[config.mk]
export PLATFORM = sky130hd
export DESIGN_NAME = dfr_reservoir_sequencer
export DESIGN_NICKNAME = d
export VERILOG_FILES = /design/src/rtl/dfr_pkg.sv /design/src/rtl/dfr_node_input_calc.sv /design/src/rtl/dfr_reservoir_sequencer.sv
export SDC_FILE = /design/constraint.sdc
export NUM_CORES = 1
export LEC_CHECK = 0
export ABC_AREA = 1
export CORE_MARGIN = 3
export CORE_UTILIZATION = 41
export DETAILED_ROUTE_END_ITERATION = 8
export PLACE_DENSITY = 0.68
export SETUP_SLACK_MARGIN = 0.1
export SLEW_MARGIN = 20
export SYNTH_ARGS = -nofsm -noshare
export SYNTH_HDL_FRONTEND = slang
export SYNTH_HIERARCHICAL = 1
export SYNTH_SLANG_ARGS = --single-unit
[constraint.sdc]
create_clock -name clk -period 15.8 [get_ports clk]
set_input_delay 1.58 -clock clk [delete_from_list [all_inputs] [get_ports clk]]
set_output_delay 1.58 -clock clk [all_outputs]
set_load 0.02 [all_outputs]
[src/rtl/dfr_pkg.sv]
// dfr_pkg: shared state encoding and datapath widths for the reservoir sequencer
package dfr_pkg;
  localparam int DW  = 16;
  localparam int MGW = 32;
  typedef enum logic [2:0] {
    IDLE, CLEAR, WAIT_SAMPLE, READ, CALC, WRITE, OUT, DONE
  } state_t;
endpackage

[src/rtl/dfr_node_input_calc.sv]
// dfr_node_input_calc: masked sample plus previous node state, saturated to the LUT input width
module dfr_node_input_calc import dfr_pkg::*; #(
  parameter int FRAC_BITS = 16
) (
  input  logic [DW-1:0] sample,
  input  logic [DW-1:0] mask,
  input  logic [DW-1:0] prev,
  output logic [DW-1:0] sat
);
  logic [2*DW-1:0] prod;
  logic [DW-1:0]   j;
  logic [DW:0]     sum;
  assign prod = (2*DW)'(sample) * (2*DW)'(mask);
  assign j    = DW'(prod >> FRAC_BITS);
  assign sum  = {1'b0, j} + {1'b0, prev};
  assign sat  = sum[DW] ? '1 : sum[DW-1:0];
endmodule

[src/rtl/dfr_reservoir_sequencer.sv]
// dfr_reservoir_sequencer: walks the virtual nodes through the shared Mackey-Glass LUT per input sample
module dfr_reservoir_sequencer import dfr_pkg::*; #(
  parameter int NODE_W    = 8,
  parameter int CNT_W     = 16,
  parameter int FRAC_BITS = 16
) (
  input  logic              clk,
  input  logic              rst_n,
  input  logic              start,
  input  logic              clear_state,
  input  logic [NODE_W:0]   num_nodes,
  input  logic [CNT_W-1:0]  num_samples,
  input  logic              sample_valid,
  output logic              sample_ready,
  input  logic [DW-1:0]     sample_data,
  output logic [NODE_W-1:0] mask_addr,
  input  logic [DW-1:0]     mask_data,
  output logic [NODE_W-1:0] res_addr,
  input  logic [DW-1:0]     res_rd_data,
  output logic              res_wr_en,
  output logic [DW-1:0]     res_wr_data,
  output logic [MGW-1:0]    mg_din,
  input  logic [MGW-1:0]    mg_dout,
  output logic              node_valid,
  input  logic              node_ready,
  output logic [DW-1:0]     node_data,
  output logic              node_last,
  output logic              busy,
  output logic              done
);
  state_t            state_q, state_d;
  logic [NODE_W-1:0] idx_q, idx_d;
  logic [NODE_W:0]   nn_q, nn_d;
  logic [CNT_W-1:0]  ns_q, ns_d, cnt_q, cnt_d;
  logic [DW-1:0]     smp_q, smp_d;
  logic [DW-1:0]     sat;
  logic              last, zero_start;
  logic              sample_ready_q, sample_ready_d, busy_q, busy_d, done_q, done_d;
  logic              res_wr_en_q, res_wr_en_d, node_valid_q, node_valid_d, node_last_q, node_last_d;
  logic [NODE_W-1:0] mask_addr_q, mask_addr_d, res_addr_q, res_addr_d;
  logic [MGW-1:0]    mg_din_q, mg_din_d;
  logic [DW-1:0]     node_data_q, node_data_d;
  logic              unused_mg;

  dfr_node_input_calc #(.FRAC_BITS(FRAC_BITS)) u_calc (
    .sample(smp_q),
    .mask  (mask_data),
    .prev  (res_rd_data),
    .sat   (sat)
  );

  assign last         = {1'b0, idx_q} == nn_q - (NODE_W+1)'(1);
  assign unused_mg    = ^mg_dout[MGW-1:DW];
  assign res_wr_data  = (state_q == WRITE) ? mg_dout[DW-1:0] : '0;
  assign sample_ready = sample_ready_q;
  assign busy         = busy_q;
  assign done         = done_q;
  assign res_wr_en    = res_wr_en_q;
  assign mask_addr    = mask_addr_q;
  assign res_addr     = res_addr_q;
  assign mg_din       = mg_din_q;
  assign node_valid   = node_valid_q;
  assign node_data    = node_data_q;
  assign node_last    = node_last_q;

  // next state, counters and the outputs registered for the state being entered
  always_comb begin
    state_d     = state_q;
    idx_d       = idx_q;
    nn_d        = nn_q;
    ns_d        = ns_q;
    cnt_d       = cnt_q;
    smp_d       = smp_q;
    mg_din_d    = mg_din_q;
    node_data_d = node_data_q;
    node_valid_d = node_valid_q;
    node_last_d = node_last_q;
    zero_start  = 1'b0;
    case (state_q)
      IDLE: if (start) begin
        if (num_nodes == '0 || num_samples == '0) zero_start = 1'b1;
        else begin
          nn_d    = num_nodes;
          ns_d    = num_samples;
          cnt_d   = '0;
          idx_d   = '0;
          state_d = clear_state ? CLEAR : WAIT_SAMPLE;
        end
      end
      CLEAR: begin
        idx_d   = last ? '0 : idx_q + NODE_W'(1);
        state_d = last ? WAIT_SAMPLE : CLEAR;
      end
      WAIT_SAMPLE: if (sample_valid) begin
        smp_d   = sample_data;
        idx_d   = '0;
        state_d = READ;
      end
      READ: state_d = CALC;
      CALC: begin
        mg_din_d = {{(MGW-DW){1'b0}}, sat};
        state_d  = WRITE;
      end
      WRITE: begin
        node_data_d  = mg_dout[DW-1:0];
        node_valid_d = 1'b1;
        node_last_d  = last;
        state_d      = OUT;
      end
      OUT: if (node_ready) begin
        node_valid_d = 1'b0;
        node_last_d  = 1'b0;
        if (!last) begin
          idx_d   = idx_q + NODE_W'(1);
          state_d = READ;
        end else if (cnt_q < ns_q - CNT_W'(1)) begin
          cnt_d   = cnt_q + CNT_W'(1);
          state_d = WAIT_SAMPLE;
        end else state_d = DONE;
      end
      DONE: state_d = IDLE;
      default: state_d = IDLE;
    endcase
    sample_ready_d = state_d == WAIT_SAMPLE;
    busy_d         = state_d != IDLE;
    done_d         = zero_start || state_d == DONE;
    res_wr_en_d    = state_d inside {CLEAR, WRITE};
    mask_addr_d    = (state_d == READ) ? idx_d : '0;
    res_addr_d     = (state_d inside {CLEAR, READ, WRITE}) ? idx_d : '0;
  end

  // state and output registers; reset abandons any run in flight
  always_ff @(posedge clk or negedge rst_n) begin
    if (!rst_n) begin
      state_q        <= IDLE;
      idx_q          <= '0;
      nn_q           <= '0;
      ns_q           <= '0;
      cnt_q          <= '0;
      smp_q          <= '0;
      sample_ready_q <= 1'b0;
      busy_q         <= 1'b0;
      done_q         <= 1'b0;
      res_wr_en_q    <= 1'b0;
      mask_addr_q    <= '0;
      res_addr_q     <= '0;
      mg_din_q       <= '0;
      node_valid_q   <= 1'b0;
      node_data_q    <= '0;
      node_last_q    <= 1'b0;
    end else begin
      state_q        <= state_d;
      idx_q          <= idx_d;
      nn_q           <= nn_d;
      ns_q           <= ns_d;
      cnt_q          <= cnt_d;
      smp_q          <= smp_d;
      sample_ready_q <= sample_ready_d;
      busy_q         <= busy_d;
      done_q         <= done_d;
      res_wr_en_q    <= res_wr_en_d;
      mask_addr_q    <= mask_addr_d;
      res_addr_q     <= res_addr_d;
      mg_din_q       <= mg_din_d;
      node_valid_q   <= node_valid_d;
      node_data_q    <= node_data_d;
      node_last_q    <= node_last_d;
    end
  end
endmodule

# After elaboration in Yosys (flattened, before gate mapping)
# Cells that the tools add are included.
# W data, S select, Z words.
[totals]
out_inout_bits = 86
reg_bits = 122
[op_classes]
add_sub_neg = 5
order_cmp = 1
n_reduce_logical = 14
mul = 1
muxes = 32
bitwise = 1
n_eq_ne = 18
[op_table]
columns = ["operator", "n"]
rows = [
  ["$mux W16", 7],
  ["$mux W8", 8],
  ["$mul A16 B16 Y32", 1],
  ["$pmux W16 S2", 1],
  ["$pmux W8 S4", 1],
  ["$pmux W3 S8", 1],
  ["$eq A3 B3 Y1 const B", 6],
  ["$mux W3", 6],
  ["$add A16 B16 Y17", 1],
  ["$add A16 B1 Y16 const B", 1],
  ["$logic_not A16 Y1", 1],
  ["$lt A16 B16 Y1", 1],
  ["$sub A16 B1 Y16 const B", 1],
  ["$eq A3 B2 Y1 const B", 4],
  ["$ne A2 B2 Y1 const B", 5],
  ["$eq A8 B9 Y1", 1],
  ["$logic_not A9 Y1", 1],
  ["$sub A9 B1 Y9 const B", 1],
  ["$add A8 B1 Y8 const B", 1],
  ["$eq A3 B1 Y1 const B", 2],
  ["$reduce_and A6 Y1", 1],
  ["$reduce_bool A2 Y1", 3],
  ["$reduce_bool A3 Y1", 2],
  ["$mux W1", 4],
  ["7 further kinds", 11],
]

# Longest topological paths before layout
[logic_depth]
word_depth = 9
depth_mapped = 38

# Modules after synthesis
# The synthesis kept the hierarchy.
[modules_own_cells]
columns = ["module", "instances", "cells_each", "area_per_inst_um2"]
rows = [
  ["dfr_node_input_calc", 1, 1393, 9843.2],
  ["dfr_reservoir_sequencer", 1, 752, 6406.1],
]

# Worst setup path after synthesis
# No wires, ideal clock.
[synth_path]
path_kind = "input -> register"
from = "input port mask_data[9]"
to = "register mg_din_q[11], in the netlist mg_din[11]"
n_path_buf = 3
arrival_ns = 7.952
setup_slack_ns = 7.723
stages = 32
required_time_ns = 15.675
cell_sequence = "clkbuf_1 clkbuf_1 nand2_1 fa_1 inv_1 fa_1 inv_1 fa_1 inv_1 fa_1 fa_1 inv_1 fa_1 inv_1 ha_1 a21oi_1 o21ai_0 a21oi_1 inv_1 a21oi_1 nand2_1 nand2_1 nand2_1 ha_1 nand2_1 nand2_1 a21boi_2 nand3_2 a21oi_4 buf_4 nand3_1 mux2_2"
[synth_via]
elab_chain_len = 3
[synth_rtl]
columns = ["element", "line", "rtl"]
rows = [
  ["from (decl)", "dfr_reservoir_sequencer.sv:17", "input logic [DW-1:0] mask_data,"],
  ["$mul A16 B16 Y32", "dfr_node_input_calc.sv:13", "assign prod = (2*DW)'(sample) * (2*DW)'(mask);"],
  ["$add A16 B16 Y17", "dfr_node_input_calc.sv:15", "assign sum = {1'b0, j} + {1'b0, prev};"],
  ["$mux W16", "dfr_node_input_calc.sv:16", "assign sat = sum[DW] ? '1 : sum[DW-1:0];"],
  ["via sat[11]", "dfr_reservoir_sequencer.sv:36", "logic [DW-1:0] sat;"],
  ["to (signal assigned)", "dfr_reservoir_sequencer.sv:164", "mg_din_q <= mg_din_d;"],
  ["to (decl)", "dfr_reservoir_sequencer.sv:41", "logic [MGW-1:0] mg_din_q, mg_din_d;"],
]
# The timed path passes the listed nets, and every way through them passes these cells.
# A chain may end at the register's enable or synchronous reset.

# Worst setup path in the final report
[layout_path]
from = "input port mask_data[9]"
to = "register mg_din_q[2], in the netlist mg_din[2]"
# The elaborated chain is that of the path after synthesis.

==> key figures <==
Outcome
  • Status: finished clean

Yosys
  • Number of synthesized flops with an enable pin: 0
  • Synth Flop Type: dfrtp_1
  • Top-count cell post-synth: nand2_1
  • Top cells by count, synth: 549 x nand2_1, 489 x inv_1, 194 x fa_1
  • Syn Inst Count: 2,145
  • Mapped cell area: 16,250 um^2
  • Post-synthesis cell type count: 47
  • Mean post-synth cell area: 7.575 um^2
  • Largest area contributor in the netlist: fa_1
  • Yosys warns: 6
  • Seq cells post-synth: 122
  • Sequential-to-total area share from yosys stat: 18.79%
  • Top post-synthesis cells by area: fa_1 24%, dfrtp_1 19%, nand2_1 13%, inv_1 11%, ha_1 11%
  • Share of synthesized registers carrying an async set or reset: 100.0%
  • Top-area cell type share of the netlist area: 23.90%

Route
  • Vias per cell: 4.877
  • 1st-pass router iterations: 8
  • Remaining DRCs: 0
  • WL per Instance: 14.23 um
  • Antenna-violating nets left: 0
  • WL final: 39.65 mm
  • Vias: between 10,000 and 15,000
  • Initial detailed-routing violation count: 831

Critical path
  • Worst r2r src: smp_q[5]
  • Worst Path Required: 16,100 ps
  • Cell count of the worst reg-to-reg path: 27
  • R2r endpoint: mg_din[2]
  • CP endpoint kind: flip-flop
  • WS Path Type: input port to flip-flop
  • Crit-path max FO: 16
  • Critical Path AT: approximately 9400 ps
  • FF-to-FF setup slack: 8020 ps
  • Critical Path Start Type: input port

Die
  • Initial Utilization: 41.75%
  • Die area: 42,060 um^2
  • Die X: ~210 um
  • Die Ht: 205.1 um
  • Core footprint: ~39,000 um^2
  • Std-Cell Rows: 72
  • IO Count: 197

Timing
  • Period utilization: approximately 57%
  • Slew @ Worst Pin: 834.9 ps
  • Count of final max-slew check failures: 0
  • Worst Skew: 7.370 ps
  • Setup violations, final: 0
  • Rel. slew slack: 44.21%
  • Fmax: between 100 and 150 MHz
  • Setup Total Neg Slack: 0 ps
  • Post-layout min period: 9051 ps
  • RSZ-0062 raised after global routing: no
  • Hold Vio Cnt, Final: 0

Global route
  • Total Routing Usage GR: 19.46%
  • Pin count of the biggest net entering global routing: 80
  • Gr ovfl total: 0
  • Vias in the first global route: 14,080
  • First-pass GRT wire length: 67.40 mm
  • Initial antenna violation count: 1

Job
  • # Max-Cap Violations: 0

Cells and area
  • # diodes: 0
  • Fillers: ~3,800
  • Fraction of layout cells with a size suffix above 1: 5.245%
  • Area grow syn2layout: 15.74%
  • Fin nets: around 2,700

Clock network
  • Sink Count: 122
  • Clock Pin Slew Worst Setup and Hold Paths: roughly 60 ps
  • Post-cts resize count: 0
  • Post-CTS Setup Bufs: 0
  • CTS Buffer Depth: 2
  • Hold Buf Count CTS: 0
  • Clk_lat worst skew: 420 ps
  • CTS Buf Count: 17
  • Root cell of the clock tree: clkbuf_16
  • H-tree depth: 4
  • TritonCTS clock tree: done

Placement
  • Final RePlAce weighted congestion: 0.9043
  • I/O Buffers: 164
  • Post-DP HPWL: 31.95 mm

Hold path
  • Min-delay src: node_valid
  • Hold Path Depth: 2
  • Hold/Removal Path Class: flip-flop to flip-flop
  • WHS Endpoint: node_valid
## metrics by stage
stage	hold WS, ps	utilization [%]	std cells	setup WS (ps)	cell area (um^2)
after global placement	459.6	46.79	2755	6411	18210
after CTS	482.7	48.32	2787	6777	18800
after floorplan	469.2	-	2160	7723	16310
after detailed placement	463.3	46.79	2755	6349	18210
final	481.8	48.33	2787	6750	18810
after global routing	509.4	48.33	2787	6293	18810
## layout make-up
type / instances / area, um^2 / area share, %
timing repair buffer: 169 / 1680 / 8.935
sequential: 122 / 3053 / 16.23
clock inverter: 15 / 166.4 / 0.8848
multi-input combinational: 1449 / 10970 / 58.31
inverter: 497 / 1867 / 9.926
tap: 518 / 648.1 / 3.446
clock buffer: 17 / 425.4 / 2.262
## layer usage
layer / track usage, % / up-vias / share of wire [%]
li1: - / 6608 / -
met2: 34.43 / 328 / 51
met1: 24.64 / 6593 / 42
met3: 3.019 / 62 / 4.7
met4: 5.516 / 2 / 2.0
met5: 0 / - / 0.050
## critical path, stage by stage
cell and delay [ps]:
clkdlybuf4s50_1 960, nand2_1 190, fa_1 580, inv_1 50
fa_1 510, fa_1 440, fa_1 550, fa_1 570
inv_1 70, fa_1 550, inv_1 50, ha_1 350
a21oi_1 270, o21ai_0 200, a21oi_1 270, inv_1 80
a21oi_1 160, nand2_1 70, nand2_1 50, nand2_1 50
ha_1 340, nand2_1 90, nand2_1 70, a21boi_2 180
nand3_2 130, a21oi_4 400, nand3_1 200, mux2_2 300
## state kept, by name (all words and copies together), names as in the netlist
name / flops
mg_din: 16
busy: 1
ns_q: 16
sample_ready: 1
node_data: 16
node_valid: 1
idx_q: 8
res_addr: 8
done: 1
node_last: 1
nn_q: 9
res_wr_en: 1
cnt_q: 16
mask_addr: 8
smp_q: 16
state_q: 3
## how the worst max path moves through the flow
stage	startpoint	end	slack [ps]	depth (start not counted)
global placement	mask_data[9]	mg_din[2]	6410	28
CTS	mask_data[9]	mg_din[2]	6780	28
finish	mask_data[9]	mg_din[2]	6750	28
global route	mask_data[9]	mg_din[2]	6290	30
detailed placement	mask_data[9]	mg_din[2]	6350	28
floorplan	mask_data[9]	mg_din[11]	7720	32
## cells in the final DEF, fill, tap and decap left out, drive strengths merged, types with 66 or more instances in the layout
master | netlist | final
clkdlybuf4s50 | 0 | 163
o21ai | 76 | 76
dfrtp | 122 | 122
nand2 | 561 | 561
nand3 | 85 | 85
ha | 138 | 138
a21oi | 66 | 66
fa | 194 | 194
inv | 496 | 501
nor2 | 152 | 152
## cell families (layout without fill, tap and decap cells)
kind of cell | count (synthesis) | count (layout) | synth area share, %
and+or+nand+nor | 848 | 848 | 21.58
buffers and inverters | 589 | 698 | 14.07
adders and majority gates | 332 | 332 | 34.53
AOI/OAI and AO/OA | 172 | 172 | 6.075
DFF | 122 | 122 | 18.79
xor gates and xnor gates | 47 | 47 | 2.580
muxes | 34 | 34 | 2.356
other | 1 | 16 | 0.02308
Power is left out: the tool's default activity adds up to more than one toggle a clock period on the data nets, which glitch-free logic cannot reach.
